<file path="src/rtl/wb_arbiter.sv">
// rtl/wb_arbiter.sv - writeback arbiter merging ALU results with a buffered long-latency result FIFO
// Optional pending-write scoreboard output enabled by defining WB_PENDING_EN.
module wb_arbiter #(
    parameter int WORDSIZE   = 32,
    parameter int FIFO_DEPTH = 4,
    parameter int STARVE_MAX = 8
) (
    input  logic                            CLK,
    input  logic                            reset,
    input  logic                            alu_valid,
    input  logic [4:0]                      alu_rd,
    input  logic [WORDSIZE-1:0]             alu_data,
    output logic                            alu_stall,
    input  logic                            lu_valid,
    output logic                            lu_ready,
    input  logic [4:0]                      lu_rd,
    input  logic [WORDSIZE-1:0]             lu_data,
    output logic                            regwrite,
    output logic [4:0]                      write1,
    output logic [WORDSIZE-1:0]             write_data,
    output logic [$clog2(FIFO_DEPTH):0]     fifo_count,
    output logic                            overrun_err
`ifdef WB_PENDING_EN
    ,
    output logic [31:0]                     pending
`endif
);

    localparam int PW = $clog2(FIFO_DEPTH);
    localparam int CW = PW + 1;
    localparam int SW = $clog2(STARVE_MAX + 1);

    logic [4:0]          fifo_rd   [FIFO_DEPTH];
    logic [WORDSIZE-1:0] fifo_data [FIFO_DEPTH];
    logic [PW-1:0]       wr_ptr;
    logic [PW-1:0]       rd_ptr;
    logic [SW-1:0]       starve_cnt;

    logic fifo_empty;
    logic alu_ok;
    logic push;
    logic pop;
    logic sel_alu;
    logic drop;

    // Every flag here depends only on registered state plus this cycle's inputs;
    // lu_ready and alu_stall see registered state alone.
    always_comb begin
        fifo_empty = (fifo_count == '0);
        lu_ready   = (fifo_count != CW'(FIFO_DEPTH));
        alu_stall  = (starve_cnt == SW'(STARVE_MAX));
        alu_ok     = alu_valid && (alu_rd != 5'd0);
        pop        = !fifo_empty && (alu_stall || !alu_ok);
        sel_alu    = alu_ok && !pop;
        drop       = alu_ok && pop;
        push       = lu_valid && lu_ready && (lu_rd != 5'd0);
    end

    always_ff @(posedge CLK) begin
        if (push) begin
            fifo_rd[wr_ptr]   <= lu_rd;
            fifo_data[wr_ptr] <= lu_data;
        end
    end

    always_ff @(posedge CLK or posedge reset) begin
        if (reset) begin
            wr_ptr      <= '0;
            rd_ptr      <= '0;
            fifo_count  <= '0;
            starve_cnt  <= '0;
            regwrite    <= 1'b0;
            write1      <= 5'd0;
            write_data  <= '0;
            overrun_err <= 1'b0;
        end else begin
            if (push) wr_ptr <= wr_ptr + 1'b1;
            if (pop)  rd_ptr <= rd_ptr + 1'b1;
            fifo_count <= fifo_count + CW'(push) - CW'(pop);

            if (pop || fifo_empty)
                starve_cnt <= '0;
            else if (sel_alu && !alu_stall)
                starve_cnt <= starve_cnt + 1'b1;

            regwrite <= pop || sel_alu;
            if (pop) begin
                write1     <= fifo_rd[rd_ptr];
                write_data <= fifo_data[rd_ptr];
            end else if (sel_alu) begin
                write1     <= alu_rd;
                write_data <= alu_data;
            end

            if (drop) overrun_err <= 1'b1;
        end
    end

`ifdef WB_PENDING_EN
    // An entry is live when its distance from the read pointer is below the occupancy.
    always_comb begin
        logic [PW-1:0] offs;
        pending = '0;
        offs    = '0;
        for (int i = 0; i < FIFO_DEPTH; i++) begin
            offs = PW'(i) - rd_ptr;
            if ({1'b0, offs} < fifo_count)
                pending[fifo_rd[PW'(i)]] = 1'b1;
        end
        pending[0] = 1'b0;
    end
`endif

endmodule

</file>
<file path="config.mk">
export PLATFORM = sky130hd
export DESIGN_NAME = wb_arbiter
export DESIGN_NICKNAME = d
export VERILOG_FILES = /design/src/rtl/wb_arbiter.sv
export SDC_FILE = /design/constraint.sdc
export NUM_CORES = 1
export LEC_CHECK = 0
export BUFFER_PORTS_ARGS = -buffer_cell sky130_fd_sc_hd__buf_4
export CORE_MARGIN = 5
export CORE_UTILIZATION = 42
export CTS_BUF_LIST = sky130_fd_sc_hd__clkbuf_8 sky130_fd_sc_hd__clkbuf_16
export DETAILED_ROUTE_END_ITERATION = 16
export SYNTH_ARGS = -nofsm -noshare
export SYNTH_HDL_FRONTEND = slang
export SYNTH_SLANG_ARGS = --single-unit
</file>
<file path="constraint.sdc">
create_clock -name CLK -period 2.4 [get_ports CLK]
set_input_delay 0.48 -clock CLK [delete_from_list [all_inputs] [get_ports CLK]]
set_output_delay 0.48 -clock CLK [all_outputs]
set_load 0.005 [all_outputs]
</file>
==> results by group <==
Status
  – Status: finished, final reports clean

Synth
  – Post-synthesis sequential area ratio: 0.683
  – Mapped Cells: 464
  – Mux share of post-synthesis cell area: 0.148
  – Syn nets: between 500 and 600
  – Simple-gate area share of the yosys netlist: 0.0386
  – Flops & latches, synth: 198
  – Mapped cell area: about 0.0083 sq mm
  – Asr flop ratio synth: 0.253
  – Synth unique cells: 39
  – Top FF cell, synth: edfxtp_1
  – XOR/XNOR Fraction of Synth Area: 0.00525
  – Syn Area/Cell: ~18 sq um
  – Ys Warns: 0
  – Compound-cell area share of the yosys netlist: 0.0662
  – Synth Area in Adders: 0.0144
  – Post-synth EDFFs: 148
  – Largest family of logic cells by synthesized area: multiplexers

Drt
  – Routed WL: about 17 mm
  – Vias/cell: approximately 5.3
  – Vias: between 4000 and 5000
  – Drt wl/cell: roughly 20 um
  – Detailed Routing Iterations Pass 1: 4
  – Post-route DRC violation count: 0
  – Initial DRC Count: between 200 and 300
  – Final ANT Viol Nets: 0

Clocking
  – CTS Hold Bufs: 0
  – Cts bufs inserted: 17
  – H-Tree Depth: 4
  – Worst-case clock buffer depth: 2
  – CTS tree: built
  – Clk sinks: 198
  – Root buf cell: clkbuf_16
  – Worst-Skew Late Latency: 0.43 ns
  – Worst-path clk slew: 0.08 ns

Power and ir drop
  – Static leakage: 4.06 nW
  – Int Power: a little under 8 mW
  – Sw Pwr: 3.50 mW
  – Comb pwr share: 0.334
  – Worst VDD drop: approximately 640 uV
  – Tot Pwr: between 10 and 15 mW
  – Power Dens Cells: 1100 mW/mm^2
  – Switching Share: 0.307
  – Sequential fraction of design power: 0.431
  – Clock share of power: 0.235

Global route
  – Vias in the first global route: a little over 5000
  – Gr busiest metal: met2
  – Grt ovf: 0
  – Initial antenna violation count: 0
  – All-Layer GR Usage: 0.163
  – Met3 usage: 0.0461
  – Met1 usage: 0.217
  – First-pass GRT wire length: 28.1 mm
  – Largest net degree at the start of global routing: 39
  – Routing usage on met2: 0.268

STA
  – Period utilization: 0.962
  – Final Hold Viols: 0
  – Worst Skew: 0.0144 ns
  – Minimum clock period: 2.31 ns
  – Slew margin rel.: 0.546
  – Setup TNS: 0 ns
  – Final Max Tran Viols: 0
  – Final worst setup slack: just over 0.09 ns
  – Maximum clock rate: ~0.43 GHz
  – Worst-Margin Slew: 0.682 ns
  – Setup violators final: 0
  – Worst hold slack: 0.129 ns

Run
  – Max cap viols: 0

Floorplan
  – Die area: between 0.02 and 0.025 sq mm
  – Die Ht: 151 um
  – # rows: between 50 and 60
  – Core Box Area: around 0.020 sq mm
  – I/O pins: approximately 120
  – Initial core utilization: 0.427
  – Die W: about 150 um

Min path
  – Hold WC Path Type: in -> async

Final layout
  – Layout cells sized above 1: 0.430
  – P&R area growth vs syn: 24.2%
  – Most frequent cells in the layout: edfxtp_1, buf_4, dfrtp_1
  – # fillers: roughly 1600
  – Commonest non-fill, non-tap cell in the layout: edfxtp_1
  – Antenna diode count: 0
  – Final Net Count: 695

Placed design
  – Placer Congestion: 0.728
  – DP Worst Slack: -0.332 ns
  – I/O Buffers: 121
  – Final HPWL DP: between 10 and 15 mm

Critical path
  – Crit Path Max Fanout: 2
  – Kind of critical path: in -> reg
  – CP endpoint kind: flop
  – CP arrival: about 2.6 ns
  – CP Launch Type: primary input
  – Data required time of the worst path: roughly 2.7 ns
## power groups by stage
stage / sequential [mW] / combinational (mW) / clock, mW
after floorplan: 4.89 / 2.49 / 0
after global placement: 4.96 / 3.71 / 0
after detailed placement: 5.01 / 3.84 / 0
after CTS: 4.94 / 3.84 / 2.75
after global routing: 5.02 / 4.19 / 2.91
final: 4.92 / 3.82 / 2.69
## final cells by class
cell class | count | area [sq um] | area share
Sequential cell | 198 | 5700 | 0.551
Multi-Input combinational cell | 194 | 2320 | 0.224
Timing Repair Buffer | 154 | 1270 | 0.123
Clock buffer | 17 | 425 | 0.0411
Tap cell | 265 | 332 | 0.0320
Inverter | 43 | 161 | 0.0156
Clock inverter | 15 | 144 | 0.0139
## timing repair
item / in CTS / in global routing
resized for setup: 0 / 9
setup buffers: 0 / 2
endpoints found under the setup margin: 0 / 1
## cell families after synthesis
group / after synthesis
muxes: 75
AOI/OAI and AO/OA: 46
DFF: 198
xor gates and xnor gates: 5
buffers and inverters: 72
and+or+nand+nor: 59
adders and majority gates: 9
## critical path, stage by stage
cell,delay [ns]
buf_4,0.11
or4_4,0.54
o211a_4,0.27
nor2_2,0.08
ha_1,0.24
inv_2,0.07
ha_4,0.12
inv_2,0.04
fa_2,0.39
xnor2_2,0.15
xnor2_1,0.13
## registers in the layout, summed over array words and instances (netlist names)
name,flops
fifo_count,3
fifo_data,128
fifo_rd,20
overrun_err,1
rd_ptr,2
regwrite,1
starve_cnt,4
wr_ptr,2
write1,5
write_data,32
## Yosys cell counts, types with 2 or more instances
master    count  area share
xnor2_1       4      0.0042
dfrtp_1      50        0.15
mux2i_1      32       0.038
inv_1        41       0.018
and3_1        4      0.0030
o221ai_1     14       0.015
buf_2         6      0.0036
nand2_1       5      0.0023
edfxtp_1    148        0.53
ha_1          8       0.012
mux4_2       34       0.092
mux2_2        4      0.0054
clkbuf_1     12      0.0054
mux4_1        3      0.0095
o221a_1       5      0.0068
buf_6        10       0.014
or3_1         7      0.0053
and2_1        4      0.0030
o221ai_2     20       0.036
mux2_1        2      0.0027
nand3_1      33       0.020
## metrics by stage
stage,utilization,cell area [sq um],cells
after global routing,0.530,10300,886
after floorplan,-,8340,464
after global placement,0.499,9740,852
final,0.530,10300,886
after detailed placement,0.499,9740,852
after CTS,0.528,10300,884
## worst paths after layout
| path | slack [ns] | endpoint | cells after the start | start |
|---|---|---|---|---|
| hold reg to reg | 0.49 | overrun_err | 1 | overrun_err |
| hold / removal | 0.13 | write_data[22] | 2 | reset |
| min in group CLK | 0.25 | fifo_data[3][31] | 1 | lu_data[31] |
| setup / recovery | 0.09 | fifo_count[2] | 11 | alu_rd[4] |
| setup reg to reg | 0.16 | fifo_count[2] | 12 | starve_cnt[0] |
| max in group asynchronous | 1.60 | rd_ptr[0] | 3 | reset |
## routing by layer
metal,vias to the layer above,routed length (um)
li1,2123,-
met1,2417,7560
met2,106,8780
met3,9,961
met4,0,125
met5,-,0
Power figures use the tool's default switching activity.
